==> src/rtl/pc_sequencer_if.sv <==
// Handshake bundle between decode/branch resolution and the PC sequencer.
// The master side drives redirect requests, and the slave side returns the PC state.
interface pc_sequencer_if;
  logic        advance;
  logic        branch_taken;
  logic [31:0] branch_addr;
  logic        jump;
  logic [31:0] jump_addr;
  logic [31:0] pc;
  logic [31:0] pc_plus4;
  logic        in_delay_slot;
  logic        active;
  logic        addr_error;

  modport master (
    output advance, branch_taken, branch_addr, jump, jump_addr,
    input  pc, pc_plus4, in_delay_slot, active, addr_error
  );

  modport slave (
    input  advance, branch_taken, branch_addr, jump, jump_addr,
    output pc, pc_plus4, in_delay_slot, active, addr_error
  );
endinterface

==> src/rtl/pc_sequencer.sv <==
// MIPS program-counter owner. It handles the branch delay slot, stall hold,
// halt on a redirect to HALT_ADDR, and a sticky misaligned-target error.
module pc_sequencer #(
  parameter logic [31:0] RESET_VECTOR = 32'hBFC00000,
  parameter logic [31:0] HALT_ADDR    = 32'h00000000
) (
  input logic           clk,
  input logic           reset,
  pc_sequencer_if.slave bus
);

  localparam int unsigned AW = 32;

  localparam logic [1:0] ST_RUN    = 2'd0;
  localparam logic [1:0] ST_DELAY  = 2'd1;
  localparam logic [1:0] ST_HALTED = 2'd2;

  logic [1:0]    state_q, state_d;
  logic [AW-1:0] pc_q, pc_d;
  logic [AW-1:0] pending_q, pending_d;
  logic          in_ds_q, in_ds_d;
  logic          active_q, active_d;
  logic          addr_err_q, addr_err_d;

  logic [AW-1:0] pc_plus4_c;
  logic [AW-1:0] target_c;

  assign pc_plus4_c = pc_q + AW'(4);
  // Jump wins over a simultaneously resolved branch.
  assign target_c   = bus.jump ? bus.jump_addr : bus.branch_addr;

  always_ff @(posedge clk) begin
    if (reset) begin
      state_q    <= ST_RUN;
      pc_q       <= RESET_VECTOR;
      pending_q  <= '0;
      in_ds_q    <= 1'b0;
      active_q   <= 1'b1;
      addr_err_q <= 1'b0;
    end else begin
      state_q    <= state_d;
      pc_q       <= pc_d;
      pending_q  <= pending_d;
      in_ds_q    <= in_ds_d;
      active_q   <= active_d;
      addr_err_q <= addr_err_d;
    end
  end

  always_comb begin
    state_d    = state_q;
    pc_d       = pc_q;
    pending_d  = pending_q;
    in_ds_d    = in_ds_q;
    active_d   = active_q;
    addr_err_d = addr_err_q;

    if (bus.advance) begin
      case (state_q)
        ST_RUN: begin
          if (bus.jump || bus.branch_taken) begin
            // A misaligned target aborts before the delay slot executes.
            if (target_c[1:0] != 2'b00) begin
              addr_err_d = 1'b1;
              active_d   = 1'b0;
              state_d    = ST_HALTED;
            end else begin
              pending_d = target_c;
              pc_d      = pc_plus4_c;
              in_ds_d   = 1'b1;
              state_d   = ST_DELAY;
            end
          end else begin
            pc_d = pc_plus4_c;
          end
        end
        ST_DELAY: begin
          // Redirect requests from the delay-slot instruction are ignored.
          pc_d    = pending_q;
          in_ds_d = 1'b0;
          if (pending_q == HALT_ADDR) begin
            active_d = 1'b0;
            state_d  = ST_HALTED;
          end else begin
            state_d = ST_RUN;
          end
        end
        default: begin
          state_d = ST_HALTED;
        end
      endcase
    end
  end

  assign bus.pc            = pc_q;
  assign bus.pc_plus4      = pc_plus4_c;
  assign bus.in_delay_slot = in_ds_q;
  assign bus.active        = active_q;
  assign bus.addr_error    = addr_err_q;

endmodule

==> src/flat_wrapper.sv <==
// flat-port wrapper written by rule: the top's interface ports become plain ports
module pc_sequencer_flat 
#(
  parameter logic [31:0] RESET_VECTOR = 32'hBFC00000,
  parameter logic [31:0] HALT_ADDR    = 32'h00000000
)
  (clk, reset, bus_advance, bus_branch_taken, bus_branch_addr, bus_jump, bus_jump_addr, bus_pc, bus_pc_plus4, bus_in_delay_slot, bus_active, bus_addr_error);
  pc_sequencer_if bus_i ();
  input logic clk;
  input logic reset;
  input wire logic [$bits(bus_i.advance)-1:0] bus_advance;
  input wire logic [$bits(bus_i.branch_taken)-1:0] bus_branch_taken;
  input wire logic [$bits(bus_i.branch_addr)-1:0] bus_branch_addr;
  input wire logic [$bits(bus_i.jump)-1:0] bus_jump;
  input wire logic [$bits(bus_i.jump_addr)-1:0] bus_jump_addr;
  output wire logic [$bits(bus_i.pc)-1:0] bus_pc;
  output wire logic [$bits(bus_i.pc_plus4)-1:0] bus_pc_plus4;
  output wire logic [$bits(bus_i.in_delay_slot)-1:0] bus_in_delay_slot;
  output wire logic [$bits(bus_i.active)-1:0] bus_active;
  output wire logic [$bits(bus_i.addr_error)-1:0] bus_addr_error;
  assign bus_i.advance = bus_advance;
  assign bus_i.branch_taken = bus_branch_taken;
  assign bus_i.branch_addr = bus_branch_addr;
  assign bus_i.jump = bus_jump;
  assign bus_i.jump_addr = bus_jump_addr;
  assign bus_pc = bus_i.pc;
  assign bus_pc_plus4 = bus_i.pc_plus4;
  assign bus_in_delay_slot = bus_i.in_delay_slot;
  assign bus_active = bus_i.active;
  assign bus_addr_error = bus_i.addr_error;
  pc_sequencer #(.RESET_VECTOR(RESET_VECTOR), .HALT_ADDR(HALT_ADDR)) u_core (.clk(clk), .reset(reset), .bus(bus_i));
endmodule
==> config.mk <==
export PLATFORM = sky130hd
export DESIGN_NAME = pc_sequencer_flat
export DESIGN_NICKNAME = d
export VERILOG_FILES = /design/src/rtl/pc_sequencer_if.sv /design/src/rtl/pc_sequencer.sv /design/src/flat_wrapper.sv
export SDC_FILE = /design/constraint.sdc
export NUM_CORES = 1
export LEC_CHECK = 0
export CAP_MARGIN = 15
export CORE_MARGIN = 4
export CORE_UTILIZATION = 50
export DETAILED_ROUTE_END_ITERATION = 7
export GPL_TIMING_DRIVEN = 0
export PLACE_DENSITY_LB_ADDON = 0.25
export SKIP_LAST_GASP = 1
export SLEW_MARGIN = 20
export SYNTH_ARGS = -nofsm -noshare
export SYNTH_HDL_FRONTEND = slang
export SYNTH_SLANG_ARGS = --single-unit
export TNS_END_PERCENT = 10
==> constraint.sdc <==
create_clock -name clk -period 3.5 [get_ports clk]
set_input_delay 0.7 -clock clk [delete_from_list [all_inputs] [get_ports clk]]
set_output_delay 0.7 -clock clk [all_outputs]
set_load 0.02 [all_outputs]
# Word level (Yosys, flattened, before mapping)
# Cells that the tools add are included.
# Widths: inputs -> output; s select.
totals:
  out_inout_bits: 67
  wordCells: 40
  inputBits: 69
  ff_bits: 69
classes:
  bitwise: 1
  eq_ne: 6
  n_reduce_logical: 11
  add_sub_neg: 1
  muxes: 15
ops:
  columns: ["operator", "n"]
  rows:
  - ["$mux 32", 3]
  - ["$pmux 32 s2", 1]
  - ["$add 32x3->32 const B", 1]
  - ["$logic_not 32->1", 1]
  - ["$reduce_and 4->1", 3]
  - ["$mux 2", 3]
  - ["$ne 2x1->1 const B", 3]
  - ["$mux 1", 5]
  - ["$reduce_and 5->1", 1]
  - ["$pmux 1 s2", 2]
  - ["$pmux 2 s2", 1]
  - ["$reduce_bool 2->1", 2]
  - ["$ne 3x3->1 const B", 1]
  - ["$reduce_and 3->1", 1]
  - ["$eq 2x1->1 const B", 1]
  - ["$logic_not 2->1", 1]
  - ["$ne 2x2->1 const B", 1]
  - ["$reduce_and 2->1", 1]
  - ["$logic_or 1x1->1", 1]
  - ["$not 1->1", 1]

# Depth between registers and ports, before layout
# Gate-level depths: netlist of the first run.
logic_depth:
  depth_word: 5
  depth_mapped: 8

# Least setup slack after synthesis of the first run
# Ideal clock, no wire load.
synth_path:
  path_type: "reg-to-output"
  start: "reg u_core.pc_q[14], in the netlist u_core.bus.pc[14]"
  end: "out bus_pc_plus4[30]"
  t_required_ps: 2800
  path_stages_with_launch: 8
  n_path_buf: 2
  slack_ps: 649
  arrival_ps: 2151
  cell_sequence: "dfxtp_1 buf_2 nand4_2 nor4_4 and3_2 clkbuf_1 nand3_1 xnor2_1"
synth_via:
  elab_chain_cells: 1
synth_rtl:
  columns: ["item", "line", "text"]
  rows:
  - ["start: declaration", "pc_sequencer.sv:19", "logic [AW-1:0] pc_q, pc_d;"]
  - ["start signal: assignment", "pc_sequencer.sv:42", "pc_q <= pc_d;"]
  - ["$add 32x3->32", "pc_sequencer.sv:28", "assign pc_plus4_c = pc_q + AW'(4);"]
  - ["end: declaration", "flat_wrapper.sv:17", "output wire logic [$bits(bus_i.pc_plus4)-1:0] bus_pc_plus4;"]
# Every way passes these cells.

# Final worst setup path of the first run
layout_path:
  start: "reg u_core.pc_q[3], in the netlist u_core.bus.pc[3]"
  end: "out bus_pc_plus4[16]"
# The elaborated chain is that of the path after synthesis.

==> results of run 1 <==
-- cell families after synthesis --
kind of cell / share of synthesized area
DFF: 0.3423
xor gates and xnor gates: 0.06077
muxes: 0.07690
buffers and inverters: 0.05147
and+or+nand+nor: 0.2602
adders and majority gates: 0.003100
AOI/OAI and AO/OA: 0.2053
-- sequential cells by signal, indices dropped and copies added, names as in the netlist --
register	cells
u_core.bus.active	1
u_core.pending_q	32
u_core.bus.addr_error	1
u_core.state_q	2
u_core.bus.pc	32
u_core.bus.in_delay_slot	1
-- report_power, final --
part	internal [W]	switching, W
combinational	0.000182	0.000190
sequential	0.000815	0.0000396
clock	0.000412	0.000348
total	0.00141	0.000577
-- final cells by class --
cell class                      count  area (sq um)  area share
Sequential cell                    69          1383      0.2374
Inverter                           10         37.54    0.006446
Timing Repair Buffer              138          1369      0.2351
Multi-Input combinational cell    387          2511      0.4312
Tap cell                          102         127.6     0.02192
Clock inverter                      7         105.1     0.01805
Buffer                             40         166.4     0.02858
Clock buffer                        9         123.9     0.02127
-- metrics by stage --
step	hold WS [ps]	area (sq um)	TNS, ps	utilization
floorplan	447.3	4035	0	-
global placement	466.7	5494	-105.7	0.7073
detailed placement	463.4	5494	-84.30	0.7073
CTS	493.1	5777	-234.6	0.7437
global route	510.8	5823	-728.9	0.7497
finish	491.8	5823	0	0.7497
-- placed cells by master (no fill, tap or decap), drive strengths merged, types with 2 or more instances in the layout --
cell,count
o31ai,5
a31oi,3
dfxtp,69
a22oi,3
o21a,2
nand4,15
nand3,21
inv,13
or4,2
nor4,14
a211oi,34
a32o,2
xor2,10
mux2i,31
nor3,12
and3,10
o22ai,3
nor2,67
nand2,41
nor3b,3
a21oi,25
nand2b,4
buf,17
o21ai,19
a22o,4
a2111oi,2
nor2b,3
o32ai,3
bufinv,2
and2,5
clkdlybuf4s50,133
o211ai,3
o221ai,2
xnor2,18
and4,4
a21o,2
clkbuf,37
o31a,2
-- routing by layer --
layer	share of wire	wire length [um]	vias up	GRT usage
met5	0	0	-	0
met1	0.39	5431	2123	0.3351
met4	0.027	368	0	0.1033
li1	-	-	2159	-
met3	0.11	1497	37	0.07143
met2	0.47	6458	285	0.4581
-- worst min-delay path: stages, from the launching register on --
cell and delay [ps]:
dfxtp_1 330, nand2_1 60, a21oi_1 50
-- what timing repair did --
action / 4_1_cts / 5_1_grt
setup endpoints to repair: 12 / 15
gates resized for setup: 8 / 6
setup buffers: 1 / 4
gates cloned: 0 / 0
pin swaps: 1 / 2
hold endpoints to repair: 0 / 0
-- worst max-delay path by stage --
| stage | to | slack (ps) | cells past startpoint |
|---|---|---|---|
| finish | bus_pc_plus4[16] | 10 | 7 |
| global route | bus_pc_plus4[27] | -150 | 7 |
| CTS | bus_pc_plus4[30] | -80 | 8 |
| detailed placement | bus_pc_plus4[16] | -70 | 7 |
| global placement | bus_pc_plus4[16] | -70 | 7 |
| floorplan | bus_pc_plus4[30] | 650 | 7 |
==> flow_metrics.tcl, run 1 <==
set metrics [dict create \
    slowest_delay_ps 600 \
    min-delay-start "u_core.bus.pc[1]" \
    vias 4604 \
    stdcell_count 762 \
    crit_path_start "u_core.bus.pc[3]" \
    fillers 596 \
    maxCapViolCount 0 \
    synth.area.top_cells "dfxtp_1 (34%), mux2i_1 (7.7%), a211oi_1 (6.3%)" \
    die-area_sq_um 9572 \
    die_x_um 97.84 \
    final_antenna_net_count 0 \
    r2r-start "u_core.state_q[0]" \
    fin_crit_sh 0.9969 \
    r2r_end "u_core.bus.pc[20]" \
    fp.dieH_um 97.84 \
    synth_area_sq_um 4035 \
    first_global_vias 4379 \
    synth_edf_count 0 \
    hold_viol_final 0 \
    endpoint_kind "output pin" \
    status "complete, no violations" \
    boundaryPins 136 \
    rows 32 \
    cts_hold_buf 0 \
    synthCells 507 \
    routabilityCongestion 0.9223 \
    drive_above_1_share 0.07727 \
    synth_ff_type "dfxtp_1" \
    slew_headroom 0.4996 \
    cp_top_family "simple AND/OR/NAND/NOR gates" \
    synth.avg_cell_area_sq_um 7.959 \
    antenna_found_initial 0 \
    area_growth_pct 44.31 \
    numCtsBuffers 9 \
    crit_chain "ha_2, nand3_2, nor4_4, nand3_1, xor2_1, inv_1, clkdlybuf4s50_1" \
    synth_seq_cells 69 \
    clkSinkCount 69 \
    routed_wirelength_mm 13.76 \
    clk_pin_slew_ps 80 \
    route.detailed.drc 0 \
    dpl.hpwl_mm 10.53 \
    ys_warn_count 0 \
    gr-usage-all-layers 0.2730 \
    antennaDiodeCount 0 \
    synth_most_common_cell "dfxtp_1" \
    clk_path_buf_depth 2 \
    final_nets 725 \
    reg2reg_depth 7 \
    synth_area_leader_cell "dfxtp_1" \
    slowest_stage "clkdlybuf4s50_1" \
    crit_buf_inv 2 \
    finClkSkew_ps 9.946 \
    htree_num_levels 3 \
    core-area_sq_um 7767 \
    cp_max_fo 6 \
    vias_per_cell 6.042 \
    wl_per_cell_um 18.05 \
    power_leakage_nw 2.117 \
    crit_arrival_ps 2790 \
    timing.reg2reg.setup_slack_ps 930 \
    synth_nets 577 \
    slew_violations 0 \
    yosysSeqAreaShare 0.3423 \
    critPathLaunchType "flip-flop" \
    first_pass_iters 6 \
    min_path_type "flip-flop to flip-flop" \
    rsz0062_at_grt "true" \
    grt_pass1_wl_mm 21.30 \
    ir_drop_v 0.0002357 \
    pre_cts_ws_ps -67.22 \
    dpl.cell_count 742 \
    overflow 0 \
    cts_tree "built" \
    initial_core_util 0.5195 \
    drt-initial-drc-count 465 \
    synth_common_cells "dfxtp_1 (69), nor2_1 (67), nand2_1 (40), a211oi_1 (34), mux2i_1 (31)" \
    grt_max_degree 15 \
    critPathRequiredTime_ps 2800 \
    synth.distinct_cells 60 \
    io_buffers 133 \
    min_delay_path_depth 2 \
    setup_viol 0 \
    powerDensity_nw_per_um2 341.2 \
    worstSkewPairLatency_ps 350 \
    min_period_ps 3489 \
    yosysTopAreaCellShare 0.3423 \
    power.total_w 0.001987 \
    clockRootBuffer "clkbuf_8" \
    setup_slack_ps 10.68 \
    max_freq_mhz 286.6 \
    tightest_slew_ps 750.6 \
    async_reset_ff_frac 0 \
    hold_end "u_core.bus.pc[1]" \
    crit_type "flip-flop to output pin" \
]
No activity file was read; power rests on OpenSTA's default activity.
==> inputs of run 2 (changes only) <==
Settings changed: ABC_CLOCK_PERIOD_IN_PS set to 3500.
==> results of run 2 <==
Final layout, timing and power as in run 1 (identical DEF).
==> inputs of run 3 (changes only) <==
==> constraint.sdc (replaced) <==
create_clock -name clk -period 3.5 [get_ports clk]
set_input_delay 0.35 -clock clk [delete_from_list [all_inputs] [get_ports clk]]
set_output_delay 0.35 -clock clk [all_outputs]
set_load 0.02 [all_outputs]
==> flow_metrics.tcl, run 3 (same netlist as run 1, synthesis figures left out) <==
set metrics [dict create \
    final_antenna_net_count 0 \
    stdcell_count 758 \
    antennaDiodeCount 0 \
    r2r-start "u_core.state_q[0]" \
    slew_violations 0 \
    fin_util 0.7386 \
    hold_viol_final 0 \
    min_period_ps 3461 \
    die_x_um 97.84 \
    max_freq_mhz 288.9 \
    routed_wirelength_mm 13.65 \
    timing.reg2reg.setup_slack_ps 990 \
    dpl.cell_count 742 \
    route.detailed.drc 0 \
    critPathLaunchType "flip-flop" \
    antenna_found_initial 0 \
    fillers 613 \
    min_path_type "primary input to flip-flop" \
    ir_drop_v 0.0002357 \
    rsz0062_at_grt "true" \
    min-delay-start "reset" \
    overflow 0 \
    fin_crit_sh 0.9890 \
    worstSkewPairLatency_ps 350 \
    power_leakage_nw 2.042 \
    vias_per_cell 6.080 \
    drt-initial-drc-count 391 \
    rows 32 \
    r2r_end "u_core.bus.pc[20]" \
    drive_above_1_share 0.05793 \
    finClkSkew_ps 9.874 \
    crit_type "flip-flop to output pin" \
    grt_max_degree 15 \
    cts_hold_buf 0 \
    cp_max_fo 7 \
    reg2reg_depth 7 \
    gr-usage-all-layers 0.2713 \
    layout_commonest_cell "clkdlybuf4s50_1" \
    clockRootBuffer "clkbuf_8" \
    min_delay_path_depth 2 \
    status "complete, no violations" \
    final_cell_mix "clkdlybuf4s50_1 (133), dfxtp_1 (69), nor2_1 (66)" \
    cts_tree "built" \
    slew_headroom 0.4722 \
    core-area_sq_um 7767 \
    powerDensity_nw_per_um2 345.3 \
    die-area_sq_um 9572 \
    final_nets 721 \
    io_buffers 133 \
    post_cts_buffers 0 \
    critPathRequiredTime_ps 3150 \
    hold_end "u_core.bus.pc[29]" \
    first_pass_iters 7 \
    boundaryPins 136 \
    dpl.hpwl_mm 10.53 \
    clk_path_buf_depth 2 \
    routabilityCongestion 0.9223 \
    fp.dieH_um 97.84 \
    grt_pass1_wl_mm 21.16 \
    clkSinkCount 69 \
    first_global_vias 4334 \
    tightest_slew_ps 785.6 \
    clk_pin_slew_ps 90 \
    wl_per_cell_um 18.01 \
    vias 4609 \
    maxCapViolCount 0 \
    crit_arrival_ps 3110 \
    endpoint_kind "output pin" \
    setup_viol 0 \
    initial_core_util 0.5195 \
    area_growth_pct 42.17 \
    htree_num_levels 3 \
    numCtsBuffers 9 \
]
[run 3: worst max-delay path by stage]
| stage | startpoint | endpoint | slack (ps) | depth (start not counted) |
|---|---|---|---|---|
| floorplan | u_core.bus.pc[14] | bus_pc_plus4[30] | 1000 | 7 |
| global placement | u_core.bus.pc[2] | bus_pc_plus4[16] | 280 | 7 |
| detailed placement | u_core.bus.pc[2] | bus_pc_plus4[16] | 280 | 7 |
| CTS | u_core.bus.pc[2] | bus_pc_plus4[30] | -2 | 8 |
| global route | u_core.bus.pc[2] | bus_pc_plus4[16] | -60 | 7 |
| finish | u_core.bus.pc[2] | bus_pc_plus4[16] | 40 | 7 |
[run 3: final cells by class]
| cell class | instances | area [sq um] | share of cell area |
|---|---|---|---|
| inverters | 10 | 37.54 | 0.006543 |
| well taps | 102 | 127.6 | 0.02225 |
| clock buffers | 9 | 123.9 | 0.02159 |
| repair buffers | 133 | 1331 | 0.2321 |
| multi-input cells | 387 | 2460 | 0.4288 |
| clock inverters | 7 | 105.1 | 0.01832 |
| plain buffers | 41 | 170.2 | 0.02966 |
| flip-flops and latches | 69 | 1381 | 0.2408 |
[run 3: through the flow]
stage	setup WS (ps)	total power [W]	cell area, sq um	hold slack, ps	TNS [ps]
global route	-56.56	0.002047	5737	502.6	-142.6
detailed placement	282.8	0.001237	5494	463.4	0
finish	38.60	0.001981	5737	482.8	0
global placement	284.6	0.001227	5494	466.7	0
CTS	-2.075	0.001972	5729	464.3	-2.075
floorplan	999.4	0.001053	4035	447.3	0
[run 3: timing repair]
item                                    CTS  global route
hold endpoints to repair                  0             0
pin swaps                                 0             0
gates resized for setup                   1             2
endpoints found under the setup margin    2             3
[run 3: metal layers]
| metal | share of wire | GRT usage | vias up | wire, um |
|---|---|---|---|---|
| met5 | 0 | 0 | - | 0 |
| met1 | 0.39 | 0.3369 | 2108 | 5371 |
| met3 | 0.12 | 0.06500 | 42 | 1579 |
| met4 | 0.025 | 0.09691 | 0 | 346 |
| met2 | 0.47 | 0.4581 | 306 | 6350 |
| li1 | - | - | 2153 | - |
[run 3: critical path, cell delays in order (launching register included)]
cell	delay [ps]
dfxtp_1	470
ha_1	300
nand3_1	290
nor4_2	680
nand3_1	170
xor2_1	190
inv_1	70
clkdlybuf4s50_1	600
[run 3: power by group]
part / switching [W] / total [W] / leakage, nW / internal [W]
combinational: 0.000191 / 0.000372 / 1.37 / 0.000181
sequential: 0.0000375 / 0.000852 / 0.560 / 0.000814
clock: 0.000345 / 0.000757 / 0.112 / 0.000412
total: 0.000573 / 0.00198 / 2.04 / 0.00141
